### src/rtl/johnson_decoder.sv
// johnson_decoder: decodes a sampled Johnson code to binary, checks legality and succession, tracks lock and saturating errors (clk, reset_n, valid, code -> count, count_valid, illegal, seq_err, locked, err_cnt)
module johnson_decoder #(
  parameter int N = 8,
  parameter int LOCK_CNT = 3,
  localparam int W = $clog2(2 * N)
) (
  input  logic         clk,
  input  logic         reset_n,
  input  logic         valid,
  input  logic [N-1:0] code,
  output logic [W-1:0] count,
  output logic         count_valid,
  output logic         illegal,
  output logic         seq_err,
  output logic         locked,
  output logic [7:0]   err_cnt
);
  typedef enum logic [1:0] {HUNT, CHECK, LOCKED} state_t;
  state_t state_q, state_d;
  logic [3:0] run_q, run_d;
  logic [W-1:0] count_q, count_d, dec, nxt;
  logic count_valid_q, count_valid_d, illegal_q, illegal_d, seq_err_q, seq_err_d, locked_q, locked_d;
  logic [7:0] err_q, err_d;
  logic [N-1:0] t;
  logic legal;
  always_comb begin
    t = code[N-1] ? ~code : code;
    legal = (t & (t + N'(1))) == '0;
    dec = code[N-1] ? W'(N) : '0;
    for (int i = 0; i < N; i++) dec = dec + W'(t[i]);
    nxt = count_q == W'(2 * N - 1) ? '0 : count_q + W'(1);
  end
  always_comb begin
    state_d = state_q;
    run_d = run_q;
    count_d = count_q;
    count_valid_d = 1'b0;
    illegal_d = valid & ~legal;
    seq_err_d = 1'b0;
    if (valid && legal) begin
      count_d = dec;
      count_valid_d = 1'b1;
      if (state_q == HUNT) begin
        state_d = CHECK;
        run_d = '0;
      end else if (dec != nxt) begin
        seq_err_d = 1'b1;
        state_d = CHECK;
        run_d = '0;
      end else if (state_q == CHECK) begin
        run_d = run_q + 4'd1;
        state_d = run_d == 4'(LOCK_CNT) ? LOCKED : CHECK;
      end
    end else if (valid) begin
      state_d = HUNT;
      run_d = '0;
    end
    locked_d = state_d == LOCKED;
    err_d = (illegal_d | seq_err_d) && err_q != 8'hFF ? err_q + 8'd1 : err_q;
  end
  always_ff @(posedge clk or negedge reset_n) begin
    if (!reset_n) begin
      state_q <= HUNT;
      run_q <= '0;
      count_q <= '0;
      count_valid_q <= 1'b0;
      illegal_q <= 1'b0;
      seq_err_q <= 1'b0;
      locked_q <= 1'b0;
      err_q <= '0;
    end else begin
      state_q <= state_d;
      run_q <= run_d;
      count_q <= count_d;
      count_valid_q <= count_valid_d;
      illegal_q <= illegal_d;
      seq_err_q <= seq_err_d;
      locked_q <= locked_d;
      err_q <= err_d;
    end
  end
  assign count = count_q;
  assign count_valid = count_valid_q;
  assign illegal = illegal_q;
  assign seq_err = seq_err_q;
  assign locked = locked_q;
  assign err_cnt = err_q;
endmodule

### config.mk
export PLATFORM = sky130hd
export DESIGN_NAME = johnson_decoder
export DESIGN_NICKNAME = d
export VERILOG_FILES = /design/src/rtl/johnson_decoder.sv
export SDC_FILE = /design/constraint.sdc
export NUM_CORES = 1
export LEC_CHECK = 0
export BUFFER_PORTS_ARGS = -buffer_cell sky130_fd_sc_hd__buf_2
export CORE_MARGIN = 4
export CORE_UTILIZATION = 50
export CTS_CLUSTER_DIAMETER = 50
export CTS_CLUSTER_SIZE = 40
export DETAILED_ROUTE_END_ITERATION = 6
export PLACE_DENSITY = 0.87
export SYNTH_ARGS = -nofsm -noshare
export SYNTH_HDL_FRONTEND = slang
export SYNTH_SLANG_ARGS = --single-unit
### constraint.sdc
create_clock -name clk -period 1.84 [get_ports clk]
set_input_delay 0 -clock clk [delete_from_list [all_inputs] [get_ports clk]]
set_output_delay 0 -clock clk [all_outputs]
set_load 0.02 [all_outputs]
Yosys cells after proc, flatten, opt, wreduce, memory -nomap -nowiden
Cells that the tools add are included.
{ "classes": {"order_cmp": 0, "addsub": 12, "n_bitwise": 5, "div": 0, "n_reduce_logical": 6, "shift": 0, "n_mul": 0, "n_mux": 18, "n_eq_ne": 7} }
{ "op_table": {"columns": ["op", "n"], "rows": [
  ["adder 4 x 1 -> 4 bit", 8],
  ["two-way mux 4 bit", 7],
  ["adder 8 x 1 -> 8 bit, second input constant", 2],
  ["two-way mux 2 bit", 6],
  ["adder 4 x 1 -> 4 bit, second input constant", 2],
  ["AND 8 bit", 1],
  ["logical NOT 8 bit", 1],
  ["two-way mux 8 bit", 1],
  ["!= test 8 bit, second input constant", 1],
  ["inverter 8 bit", 1],
  ["equality test 4 x 2 -> 1 bit, second input constant", 1],
  ["equality test 4 bit, second input constant", 1],
  ["two-way mux 1 bit", 4],
  ["!= test 4 x 1 -> 1 bit, second input constant", 1],
  ["!= test 4 bit", 1],
  ["equality test 2 x 1 -> 1 bit, second input constant", 1],
  ["equality test 2 bit, second input constant", 1],
  ["logical AND 1 bit", 2],
  ["logical NOT 2 bit", 1],
  ["AND reduction 2 bit", 1],
  ["nonzero test 2 bit", 1],
  ["AND 1 bit", 1],
  ["inverter 1 bit", 1],
  ["OR 1 bit", 1]
]} }
{ "word_totals": {"reg_bits": 22, "word_cells": 56, "latch_bits": 0, "rom_bits": 0, "mem_bits_rw": 0, "output_inout_bits": 16, "mem_count": 0} }

Logic depth before layout (Yosys ltp)
Gate-level depths: netlist (run 1).
{ "logic_depth": {"depth_word": 16, "ltp_mapped": 17, "mapped_depth_nobuf": 16} }

Least setup slack after synthesis (run 1)
OpenSTA, ideal clock, no wires.
{ "synth_timing": {"path_kind": "input -> register", "from": "input port code[7]", "to": "register err_q[1] (netlist: err_cnt[1])", "t_required_ns": 1.715, "setup_slack_ns": -1.861, "t_arrival_ns": 3.576, "path_stages": 16, "setup_ns": 0.125, "path_cell_list": "buf_6 > xnor2_1 > inv_1 > fa_1 > inv_1 > fa_1 > inv_1 > ha_1 > ha_1 > inv_1 > fa_1 > xnor2_1 > nor3_1 > o2bb2ai_2 > a21oi_2 > mux2_4"} }
{ "synth_between": {"elab_chain_len": 15, "word_cells_on_any_way": 23} }
{ "synth_lines": {"columns": ["element", "line", "source"], "rows": [
  ["from (decl)", "10", "input logic [N-1:0] code,"],
  ["two-way mux 8 bit / two-way mux 4 bit (equally long branches)", "27, 29", null],
  ["adder 4 x 1 -> 4 bit (8 in a row)", "30", "for (int i = 0; i < N; i++) dec = dec + W'(t[i]);"],
  ["!= test 4 bit", "46", "end else if (dec != nxt) begin"],
  ["two-way mux 1 bit", "46", null],
  ["two-way mux 1 bit", "43", "if (state_q == HUNT) begin"],
  ["two-way mux 1 bit", "40", "if (valid && legal) begin"],
  ["OR 1 bit (*)", "59", "err_d = (illegal_d | seq_err_d) && err_q != 8'hFF ? err_q + 8'd1 : err_q;"],
  ["logical AND 1 bit (*)", "59", null],
  ["to (signal assigned)", "79", "err_q <= err_d;"],
  ["to (decl)", "23", "logic [7:0] err_q, err_d;"]
]} }
Mark *: on every way between the ends. The rest lies on a longest branch, timed or not.
A chain may end at the register's enable or synchronous reset.

Worst setup path in the final report (run 1)
{ "layout_timing": {"from": "input port code[0]", "to": "register err_q[1] (netlist: err_cnt[1])"} }
{ "layout_between": {"elab_chain_len": 16, "word_cells_on_any_way": 22} }
{ "layout_lines": {"columns": ["element", "line", "source"], "rows": [
  ["inverter 8 bit", "27", "t = code[N-1] ? ~code : code;"],
  ["two-way mux 8 bit (*)", "27", null],
  ["adder 4 x 1 -> 4 bit (8 in a row)", "30", null],
  ["!= test 4 bit", "46", null],
  ["two-way mux 1 bit", "46", null],
  ["two-way mux 1 bit", "43", null],
  ["two-way mux 1 bit", "40", null],
  ["OR 1 bit (*)", "59", null],
  ["logical AND 1 bit (*)", "59", null]
]} }
Marked as above.

==> flow_summary.json, run 1 <==
{
  "root_buffer": "clkbuf_4",
  "synth_cell_types": 40,
  "min_period_ns": 3.242,
  "postLayoutCoreUtil": 0.7725,
  "wl_per_cell_um": 16.40,
  "final.period_utilization": 1.762,
  "reg2reg_slack_ns": -0.33,
  "globalRouteOverflowTotal": 0,
  "die_y_um": 64.46,
  "dr.pass1.iters": 4,
  "timing.final.hold_violations": 0,
  "drt_iter0_markers": 85,
  "synth_compound_area_frac": 0.1680,
  "tightest_slew_ns": 1.002,
  "failed_checks": "negative setup slack",
  "ys_warn_count": 0,
  "cts_buffers": 3,
  "rows": 20,
  "postRouteAntennaNets": 0,
  "worst_setup_path_end_kind": "register",
  "avgSynthCellArea_um2": 9.840,
  "worstPathRequired_ns": 2.06,
  "grt_max_degree": 23,
  "setup.worst_path.end": "err_cnt[1]$_DFFE_PN0P_",
  "cts_tree": "yes",
  "vias": 1499,
  "synthSimpleGateAreaFrac": 0.1256,
  "nNetsFinal": 253,
  "clock_latency_ns": 0.32,
  "rsz0062_at_grt": "yes",
  "hpwlAfterDp_mm": 2.791,
  "antenna_found_initial": 0,
  "grt_pass1_vias": 1509,
  "ff2ff_path_depth": 7,
  "cts_sinks": 22,
  "setup_violations": 20,
  "cap_violations": 0,
  "syn_area_um2": 1594,
  "drive_gt1_frac": 0.4561,
  "clockPowerShare": 0.122,
  "worstSetupPathType": "primary input to register",
  "initial_core_util": 0.5221,
  "area_growth_pct": 47.96,
  "synthCells": 162,
  "internal-power_mw": 1.840,
  "htreeDepth": 1,
  "synthesis.nets": 186,
  "remaining_drc_errors": 0,
  "power_frac_seq": 0.238,
  "totalWireLength_mm": 4.460,
  "r2r_start": "count[0]$_DFFE_PN0P_",
  "critPathLaunchType": "primary input",
  "path_clk_slew_ns": 0.14,
  "final_max_slew_viol_count": 0,
  "die-area_um2": 4155,
  "synthMuxAreaShare": 0.06436,
  "min_path_type": "primary input to asynchronous set/reset pin",
  "r2r-end": "err_cnt[1]$_DFFE_PN0P_",
  "status": "finished with violations",
  "yosys.area_share.xor_xnor": 0.1044,
  "fin_tns_setup_ns": -23.01,
  "place.port_buffers": 26,
  "ys_seq_area_frac": 0.3454,
  "grt_pass1_wl_mm": 6.831,
  "routabilityCongestion": 0.8094,
  "core-area_um2": 3053,
  "fillers": 194,
  "slew_headroom": 0.3250,
  "switching_share": 0.4125,
  "fin_ws_ns": -1.402,
  "max_freq_ghz": 0.3084,
  "clock_skew_ns": 0.006165,
  "io-pin-count": 27,
  "synth_seq_cells": 22,
  "power_switching_mw": 1.292,
  "critPathLaunch": "code[0]",
  "path_max_fanout": 8,
  "arrival_ns": 3.46,
  "power_leakage_nw": 1.131,
  "p_comb_frac": 0.640,
  "viasPerCell": 5.511,
  "synth_top_family_by_area": "compound AO/OA/AOI/OAI gates",
  "die_x_um": 64.46,
  "synth_fa_ha_area_frac": 0.1162,
  "antenna_cells": 0,
  "final_cells": 272,
  "power.density_nw_per_um2": 1328,
  "cts_buffer_depth": 2,
  "dp_cells": 253,
  "peakVddDrop_mv": 0.9152,
  "track_usage": 0.2077
}
per-layer routing:
layer	wire [µm]	GRT usage	share of wire
met4	116	0.07388	0.026
met1	1644	0.2483	0.37
met5	0	0	0
met3	184	0.03120	0.041
met2	2514	0.3763	0.56
metrics by stage:
step	area [µm²]	setup slack [ns]	total power [mW]	hold slack, ns
floorplan	1675	-1.592	1.755	-0.2956
global placement	2013	-1.651	2.259	-0.01359
detailed placement	2013	-1.834	2.356	-0.009060
CTS	2251	-1.333	2.964	0.1802
global route	2359	-1.472	3.310	0.1912
finish	2359	-1.402	3.132	0.1592
power by group through the flow:
stage	Sequential, mW	Clock [mW]	Combinational [mW]
3_5_place_dp	0.741	0	1.61
6_report	0.744	0.383	2.00
3_3_place_gp	0.738	0	1.52
2_1_floorplan	0.907	0	0.848
4_1_cts	0.733	0.380	1.85
5_1_grt	0.767	0.409	2.13
worst max-delay path: stages:
cell and delay, ns:
buf_8 0.11, xnor2_4 0.18, inv_2 0.07, fa_1 0.48, inv_1 0.05, fa_1 0.49
inv_2 0.05, ha_4 0.26, ha_4 0.12, inv_2 0.04, fa_2 0.35, xnor2_2 0.16
xnor2_1 0.14, nor3_2 0.28, o2bb2ai_4 0.24, a21oi_4 0.10, mux2_4 0.33
worst min path at each step:
stage | end | slack, ns | start
floorplan | count[0]$_DFFE_PN0P_ | -0.30 | reset_n
global placement | run_q[2]$_DFFE_PN0P_ | -0.01 | reset_n
detailed placement | run_q[2]$_DFFE_PN0P_ | -0.009 | reset_n
CTS | seq_err$_DFF_PN0_ | 0.18 | reset_n
global route | err_cnt[2]$_DFFE_PN0P_ | 0.19 | reset_n
finish | seq_err$_DFF_PN0_ | 0.16 | reset_n
kinds of logic (layout without fill, tap and decap cells):
| group | Yosys count | in the layout |
|---|---|---|
| multiplexers | 9 | 9 |
| XOR/XNOR | 19 | 19 |
| flip-flops | 22 | 22 |
| adder cells (fa/ha/maj) | 13 | 13 |
| buffers and inverters | 25 | 91 |
| AO/OA/AOI/OAI | 34 | 34 |
| AND/OR/NAND/NOR | 40 | 40 |
flip-flops by register name (all words and copies together), names as in the netlist:
signal / count
seq_err: 1
locked: 1
count_valid: 1
run_q: 4
count: 4
state_q: 2
err_cnt: 8
illegal: 1
cell usage after synthesis:
cell type  count  area [µm²]
o2bb2ai_1      1       8.760
buf_6          3       33.78
fa_1           3       60.06
a31oi_1        4       25.02
a21oi_2        2       17.52
a21o_1         2       15.01
clkbuf_2       1       5.000
o221ai_1       1       8.760
nand4_1        2       12.51
mux2_2         2       22.52
nor2_1         9       33.78
o21ai_1        1       5.000
xnor2_1        8       70.07
a32oi_2        1       16.27
nand3_1       12       60.06
and2_2         1       7.510
or3_1          1       6.260
nand2_4        1       11.26
a2111o_1       1       11.26
nor3b_1        1       7.510
and3_1         3       18.77
a22oi_1        2       15.01
nor2b_1        1       6.260
a211oi_2       1       12.51
a211oi_1       6       45.04
dfrtp_1       22       550.5
a21oi_1        4       20.02
buf_4          1       7.510
xor2_1        11       96.34
ha_1          10       125.1
o2bb2ai_2      1       15.01
mux2i_1        5       50.05
o21ai_0        3       15.01
nand2_1        7       26.28
o22ai_1        2       12.51
inv_1         20       75.07
mux2_4         2       30.03
nor3_1         2       10.01
o32ai_2        1       16.27
a2bb2oi_1      1       8.760
area by class of cell:
| class | count | area, µm² | area share |
|---|---|---|---|
| Tap cell | 44 | 55.05 | 0.02334 |
| Sequential cell | 22 | 550.5 | 0.2334 |
| Clock inverter | 1 | 30.03 | 0.01273 |
| Multi-Input combinational cell | 115 | 1110 | 0.4706 |
| Inverter | 20 | 75.07 | 0.03183 |
| Clock buffer | 3 | 22.52 | 0.009549 |
| Timing Repair Buffer | 67 | 515.5 | 0.2186 |
what timing repair did:
| item | CTS | global route |
|---|---|---|
| hold buffers | 2 | 0 |
| pin swaps | 18 | 11 |
| gates resized for setup | 22 | 18 |
| hold endpoints to repair | 24 | 0 |
| endpoints found under the setup margin | 20 | 20 |
| buffers inserted | 9 | 5 |
cell usage in the layout, fill, tap and decap left out, types with 2 or more instances in the layout:
| master | instances |
|---|---|
| buf_12 | 2 |
| a21oi_1 | 4 |
| xor2_1 | 9 |
| nand2_1 | 6 |
| buf_2 | 22 |
| a21oi_4 | 2 |
| o21ai_0 | 3 |
| a211oi_2 | 5 |
| nand4_1 | 2 |
| ha_4 | 3 |
| buf_6 | 8 |
| fa_1 | 2 |
| inv_1 | 17 |
| buf_4 | 32 |
| ha_1 | 7 |
| a21o_1 | 2 |
| nand2_4 | 2 |
| dfrtp_1 | 22 |
| a211oi_1 | 2 |
| dlygate4sd3_1 | 2 |
| inv_2 | 3 |
| and3_1 | 2 |
| nor2_1 | 8 |
| nand3_1 | 12 |
| clkbuf_4 | 3 |
| mux2_4 | 3 |
| a22oi_1 | 2 |
| mux2i_1 | 5 |
| xnor2_1 | 6 |
| a31oi_1 | 3 |
No activity file was read; power rests on OpenSTA's default activity.
==> run 2: changes to the inputs <==
--- a/config.mk
+++ b/config.mk
@@ -5,6 +5,7 @@
 export SDC_FILE = /design/constraint.sdc
 export NUM_CORES = 1
 export LEC_CHECK = 0
+export ABC_AREA = 1
 export BUFFER_PORTS_ARGS = -buffer_cell sky130_fd_sc_hd__buf_2
 export CORE_MARGIN = 4
 export CORE_UTILIZATION = 50
@@ -12,6 +13,7 @@
 export CTS_CLUSTER_SIZE = 40
 export DETAILED_ROUTE_END_ITERATION = 6
 export PLACE_DENSITY = 0.87
+export SLEW_MARGIN = 0
 export SYNTH_ARGS = -nofsm -noshare
 export SYNTH_HDL_FRONTEND = slang
 export SYNTH_SLANG_ARGS = --single-unit
==> flow_summary.json, run 2 <==
{
  "totalWireLength_mm": 4.137,
  "die_x_um": 65.50,
  "max_freq_ghz": 0.3140,
  "area_growth_pct": 37.40,
  "post-place-ws_ns": -1.731,
  "multi_input_area_um2": 1100,
  "failed_checks": "negative setup slack",
  "critPathLaunch": "code[7]",
  "peakVddDrop_mv": 0.4203,
  "initial_core_util": 0.5327,
  "clock_latency_ns": 0.33,
  "cap_violations": 0,
  "reg2reg_slack_ns": -0.13,
  "synthTopCellsByArea": "dfrtp_1 (33%), nand2_1 (19%), inv_1 (8.2%)",
  "arrival_ns": 3.40,
  "power_leakage_nw": 1.219,
  "switching_share": 0.4359,
  "min_path_type": "primary input to asynchronous set/reset pin",
  "final_common_cell": "nand2_1",
  "place.port_buffers": 26,
  "synthesis.nets": 256,
  "fin_ws_ns": -1.345,
  "drt_iter0_markers": 126,
  "die_y_um": 65.50,
  "drive_gt1_frac": 0.3608,
  "rsz0062_at_grt": "yes",
  "ys_top_cells_by_count": "nand2_1 (84), inv_1 (36), nand3_1 (25), dfrtp_1 (22), nor2_1 (14)",
  "hpwlAfterDp_mm": 2.947,
  "cts_tree": "yes",
  "routabilityCongestion": 0.8468,
  "ys_seq_area_frac": 0.3331,
  "setup_violations": 19,
  "synthCells": 232,
  "htreeDepth": 1,
  "most-common-layout-cells": "nand2_1 (64), inv_1 (29), buf_2 (25)",
  "worstSetupPathType": "primary input to register",
  "synth_seq_cells": 22,
  "path_clk_slew_ns": 0.14,
  "slew_headroom": 0.6716,
  "core-area_um2": 3103,
  "worst_setup_path_end_kind": "register",
  "r2r_start": "count[1]$_DFFE_PN0P_",
  "power_frac_seq": 0.285,
  "timing.final.hold_violations": 0,
  "avgSynthCellArea_um2": 7.124,
  "power_switching_mw": 1.092,
  "final.period_utilization": 1.731,
  "status": "finished with violations",
  "fillers": 229,
  "antenna_found_initial": 0,
  "power.density_nw_per_um2": 1103,
  "path_max_fanout": 5,
  "tightest_slew_ns": 0.4926,
  "synth_cell_types": 22,
  "rows": 20,
  "p_comb_frac": 0.565,
  "ff2ff_path_depth": 13,
  "largest_register_ffs": 8,
  "worstPathRequired_ns": 2.05,
  "postRouteAntennaNets": 0,
  "clock_skew_ns": 0.02014,
  "grt_pass1_vias": 1563,
  "internal-power_mw": 1.412,
  "wl_per_cell_um": 12.35,
  "cts_buffers": 3,
  "async_flop_share": 1.000,
  "nNetsFinal": 316,
  "vias": 1704,
  "grt_pass1_wl_mm": 6.651,
  "io-pin-count": 27,
  "yosysMostFrequentCell": "nand2_1",
  "syn_area_um2": 1653,
  "viasPerCell": 5.087,
  "min_period_ns": 3.185,
  "dr.pass1.iters": 4,
  "root_buffer": "clkbuf_4",
  "grt_max_degree": 23,
  "power.total_mw": 2.504,
  "seq_area_um2": 550.5,
  "remaining_drc_errors": 0,
  "globalRouteOverflowTotal": 0,
  "track_usage": 0.1988,
  "synth-edff-count": 0,
  "r2r-end": "err_cnt[5]$_DFFE_PN0P_",
  "cts_buffer_depth": 2,
  "critPathLaunchType": "primary input",
  "ys_dominant_reg_cell": "dfrtp_1",
  "setup.worst_path.end": "err_cnt[5]$_DFFE_PN0P_",
  "antenna_cells": 0,
  "die-area_um2": 4290,
  "cts_sinks": 22,
  "clockPowerShare": 0.150,
  "netlist.area_leader.share": 0.3331,
  "synth_top_area_cell": "dfrtp_1",
  "ys_warn_count": 0,
  "final_max_slew_viol_count": 0
}
[run 2: cell types whose count changed after synthesis, sizes merged, moves of 5 or more]
cell	previous run	this run
nand2	8	87
nor2	9	16
xnor2	8	3
mux2i	5	0
o21ai	4	12
nand3	12	25
a211oi	7	0
inv	20	36
[run 2: worst min path at each step]
stage	end	slack, ns	cells past startpoint
final	count[3]$_DFFE_PN0P_	0.15	2
after global routing	count[0]$_DFFE_PN0P_	0.19	2
after CTS	state_q[0]$_DFF_PN0_	0.02	2
after detailed placement	count[3]$_DFFE_PN0P_	-0.01	1
after global placement	count[2]$_DFFE_PN0P_	-0.02	1
after floorplan	count[0]$_DFFE_PN0P_	-0.30	0
[run 2: repair_timing]
action                                 CTS  global route
gates cloned                             1             0
gates resized for setup                 14            20
setup endpoints to repair               20            20
buffers inserted                         3             6
endpoints found under the hold margin   22             1
hold buffers                             1             1
pin swaps                               13             9
[run 2: cell families (layout without fill, tap and decap cells)]
family | after synthesis | in the layout | share of synthesized area
AOI/OAI and AO/OA | 14 | 15 | 0.04921
xor gates and xnor gates | 10 | 10 | 0.05299
adders and majority gates | 13 | 13 | 0.1120
buffers and inverters | 37 | 95 | 0.08857
DFF | 22 | 22 | 0.3331
and+or+nand+nor | 136 | 136 | 0.3641
[run 2: power groups by stage]
| stage | combinational [mW] | sequential (mW) | clock, mW |
|---|---|---|---|
| 2_1_floorplan | 0.664 | 0.813 | 0 |
| 6_report | 1.41 | 0.714 | 0.377 |
| 3_5_place_dp | 1.18 | 0.708 | 0 |
| 3_3_place_gp | 1.12 | 0.699 | 0 |
| 5_1_grt | 1.54 | 0.733 | 0.414 |
| 4_1_cts | 1.23 | 0.702 | 0.380 |
[run 2: worst max-delay path: stages]
cell	delay, ns
buf_8	0.10
clkinvlp_4	0.09
nand2_2	0.06
nand2_2	0.07
inv_2	0.04
fa_1	0.53
inv_1	0.05
fa_1	0.49
inv_2	0.04
ha_4	0.26
ha_4	0.13
inv_2	0.04
fa_2	0.55
xor2_1	0.20
nand3_2	0.09
nor2_2	0.10
nand2_2	0.10
nand2_4	0.11
o21ai_4	0.09
buf_4	0.15
nand3_1	0.06
nand2_1	0.06
[run 2: layout make-up]
class | count | share of cell area
multi-input cells | 174 | 0.4843
flip-flops and latches | 22 | 0.2424
repair buffers | 55 | 0.1647
inverters | 36 | 0.06116
well taps | 44 | 0.02424
clock inverters | 1 | 0.01322
clock buffers | 3 | 0.009917
[run 2: through the flow]
step                      TNS (ns)  utilization  cell area (µm²)  cells  hold slack, ns
after global routing        -24.47       0.7319             2271    335          0.1878
final                       -21.86       0.7319             2271    335          0.1508
after floorplan             -23.16            -             1723    232         -0.2956
after global placement      -27.94       0.6544             2031    320        -0.01676
after CTS                   -20.70       0.6964             2161    328         0.02213
after detailed placement    -29.70       0.6544             2031    320        -0.01031
[run 2: per-layer routing]
| metal | GRT usage | wire length [µm] | vias up |
|---|---|---|---|
| li1 | - | - | 845 |
| met5 | 0 | 0 | - |
| met3 | 0.04957 | 200 | 10 |
| met2 | 0.3616 | 2200 | 45 |
| met4 | 0.05440 | 74 | 0 |
| met1 | 0.2295 | 1661 | 804 |
==> run 3: changes to the inputs <==
--- a/config.mk
+++ b/config.mk
@@ -7,7 +7,7 @@
 export LEC_CHECK = 0
 export ABC_AREA = 1
 export BUFFER_PORTS_ARGS = -buffer_cell sky130_fd_sc_hd__buf_2
-export CORE_MARGIN = 4
+export CORE_MARGIN = 2
 export CORE_UTILIZATION = 50
 export CTS_CLUSTER_DIAMETER = 50
 export CTS_CLUSTER_SIZE = 40
==> constraint.sdc (replaced) <==
create_clock -name clk -period 2.7 [get_ports clk]
set_input_delay 0 -clock clk [delete_from_list [all_inputs] [get_ports clk]]
set_output_delay 0 -clock clk [all_outputs]
set_load 0.02 [all_outputs]
==> flow_summary.json, run 3 (synthesized netlist as in run 2, its figures left out) <==
{
  "status": "finished with violations",
  "failed_checks": "negative setup slack",
  "core-area_um2": 3103,
  "track_usage": 0.1977,
  "die-area_um2": 3782,
  "path_delay_family": "adder cells",
  "timing.final.hold_violations": 0,
  "grt_pass1_wl_mm": 5.699,
  "power_leakage_nw": 1.153,
  "grt_pass1_vias": 1409,
  "antenna_cells": 0,
  "max_freq_ghz": 0.3093,
  "final_area_um2": 2110,
  "hpwlAfterDp_mm": 2.523,
  "largest_register_ffs": 8,
  "io-pin-count": 27,
  "totalWireLength_mm": 3.606,
  "critPathLaunchType": "primary input",
  "dpl_cell_area_um2": 1936,
  "post-place-ws_ns": -0.9481,
  "worstPathRequired_ns": 2.96,
  "power.density_nw_per_um2": 677.9,
  "place.port_buffers": 26,
  "final.period_utilization": 1.197,
  "min_period_ns": 3.233,
  "setup_violations": 16,
  "crit_buf_inv": 6,
  "die_y_um": 61.50,
  "clock_latency_ns": 0.31,
  "slowest_stage": "fa_1",
  "nNetsFinal": 306,
  "final_max_slew_viol_count": 0,
  "root_buffer": "clkbuf_4",
  "drt_iter0_markers": 82,
  "globalRouteOverflowTotal": 0,
  "power.total_mw": 1.430,
  "cts_buffer_depth": 2,
  "remaining_drc_errors": 0,
  "cts_buffers": 3,
  "internal-power_uw": 783.2,
  "peakVddDrop_mv": 0.3785,
  "cts_sinks": 22,
  "grt_max_degree": 23,
  "die_x_um": 61.50,
  "antenna_found_initial": 0,
  "htreeDepth": 1,
  "cts_tree": "yes",
  "fin_ws_ns": -0.5326,
  "worst_setup_path_end_kind": "register",
  "routabilityCongestion": 0.8709,
  "final_common_cell": "nand2_1",
  "clockPowerShare": 0.129,
  "switching_share": 0.4523,
  "path_clk_slew_ns": 0.12,
  "max_stage_delay_ns": 0.53,
  "viasPerCell": 4.954,
  "crit_top_cell": "nand2_2",
  "min_path_type": "primary input to register",
  "worstSetupPathType": "primary input to register",
  "area_growth_pct": 27.63,
  "power_frac_seq": 0.341,
  "path_max_fanout": 6,
  "p_comb_frac": 0.529,
  "arrival_ns": 3.50,
  "postRouteAntennaNets": 0,
  "dr.pass1.iters": 4,
  "clock_skew_ns": 0.003928,
  "dp_cells": 312,
  "vias": 1610,
  "initial_core_util": 0.5327,
  "power_switching_uw": 646.8,
  "cap_violations": 0,
  "drive_gt1_frac": 0.2918,
  "tightest_slew_ns": 0.4855,
  "slew_headroom": 0.6763,
  "most-common-layout-cells": "nand2_1 (70), inv_1 (32), buf_2 (25)",
  "final_cells": 325,
  "path_cells": "buf_8, clkinvlp_4, nand2_2, nand2_2, fa_1, inv_1, fa_1, inv_1, ha_1, ha_2, inv_2, fa_2, xor2_1, nand3_1, nor2_1, nand2_2, nand2_4, o21ai_4, buf_6, nand3_2, nand2_2",
  "wl_per_cell_um": 11.10,
  "rows": 20,
  "rsz0062_at_grt": "yes"
}
-- run 3: cell count changes in the layout (fill, tap and decap cells not counted), sizes merged --
cell / change
bufinv: -1
buf: -8
o21ai: -1
dlygate4sd3: -1
clkbuf: +1
-- run 3: repair_timing --
action                                 CTS  global route
setup endpoints to repair               16            16
endpoints found under the hold margin   22             0
pin swaps                               16            15
buffers inserted                         4             4
resized for setup                        9            11
hold buffers                             1             0
-- run 3: worst paths after layout --
kind	endpoint	startpoint	slack [ns]	cells past startpoint
setup / recovery	err_cnt[4]$_DFFE_PN0P_	code[7]	-0.53	21
hold / removal	count_valid$_DFF_PN0_	valid	0.06	3
setup reg to reg	err_cnt[4]$_DFFE_PN0P_	count[0]$_DFFE_PN0P_	0.71	13
hold reg to reg	err_cnt[6]$_DFFE_PN0P_	err_cnt[6]$_DFFE_PN0P_	0.51	2
max in group asynchronous	locked$_DFF_PN0_	reset_n	2.21	2
min in group asynchronous	count[3]$_DFFE_PN0P_	reset_n	0.16	2
-- run 3: per-stage QoR --
step / setup TNS, ns / util / hold slack [ns]
6_report: -7.953 / 0.6798 / 0.05546
5_1_grt: -10.25 / 0.6798 / 0.03052
4_1_cts: -6.598 / 0.6577 / 0.03782
3_5_place_dp: -14.00 / 0.6238 / -0.01031
3_3_place_gp: -12.11 / 0.6238 / -0.01989
2_1_floorplan: -8.453 / - / -0.2956
-- run 3: worst reg2reg max path: stages (launching register included) --
cell and delay [ns]:
dfrtp_1 0.44, ha_1 0.26, nand2_1 0.12, nand2_1 0.06, nor2_1 0.10, nor2_1 0.05
nand2_1 0.05, nand2_1 0.07, nand2_2 0.13, nand2_4 0.08, o21ai_4 0.27, buf_6 0.17
nand3_2 0.07, nand2_2 0.08
-- run 3: per-layer routing --
layer	GRT usage	vias to the layer above	share of wire
met4	0.03647	0	0.0058
met5	0	-	0
met3	0.05252	4	0.040
li1	-	827	-
met2	0.3564	34	0.53
met1	0.2373	745	0.43
-- run 3: final cells by class --
| class | count | area [µm²] |
|---|---|---|
| Fill cell | 272 | 993.5 |
| Sequential cell | 22 | 550.5 |
| Timing Repair Buffer | 46 | 296.5 |
| Tap cell | 44 | 55.05 |
| Clock buffer | 4 | 36.28 |
| Multi-Input combinational cell | 173 | 1032 |
| Inverter | 36 | 138.9 |
-- run 3: power by group through the flow --
| stage | combinational, mW | clock (mW) | sequential [mW] |
|---|---|---|---|
| after global routing | 0.845 | 0.206 | 0.501 |
| final | 0.757 | 0.185 | 0.488 |
| after detailed placement | 0.697 | 0 | 0.489 |
| after CTS | 0.719 | 0.185 | 0.484 |
| after global placement | 0.673 | 0 | 0.486 |
| after floorplan | 0.415 | 0 | 0.554 |
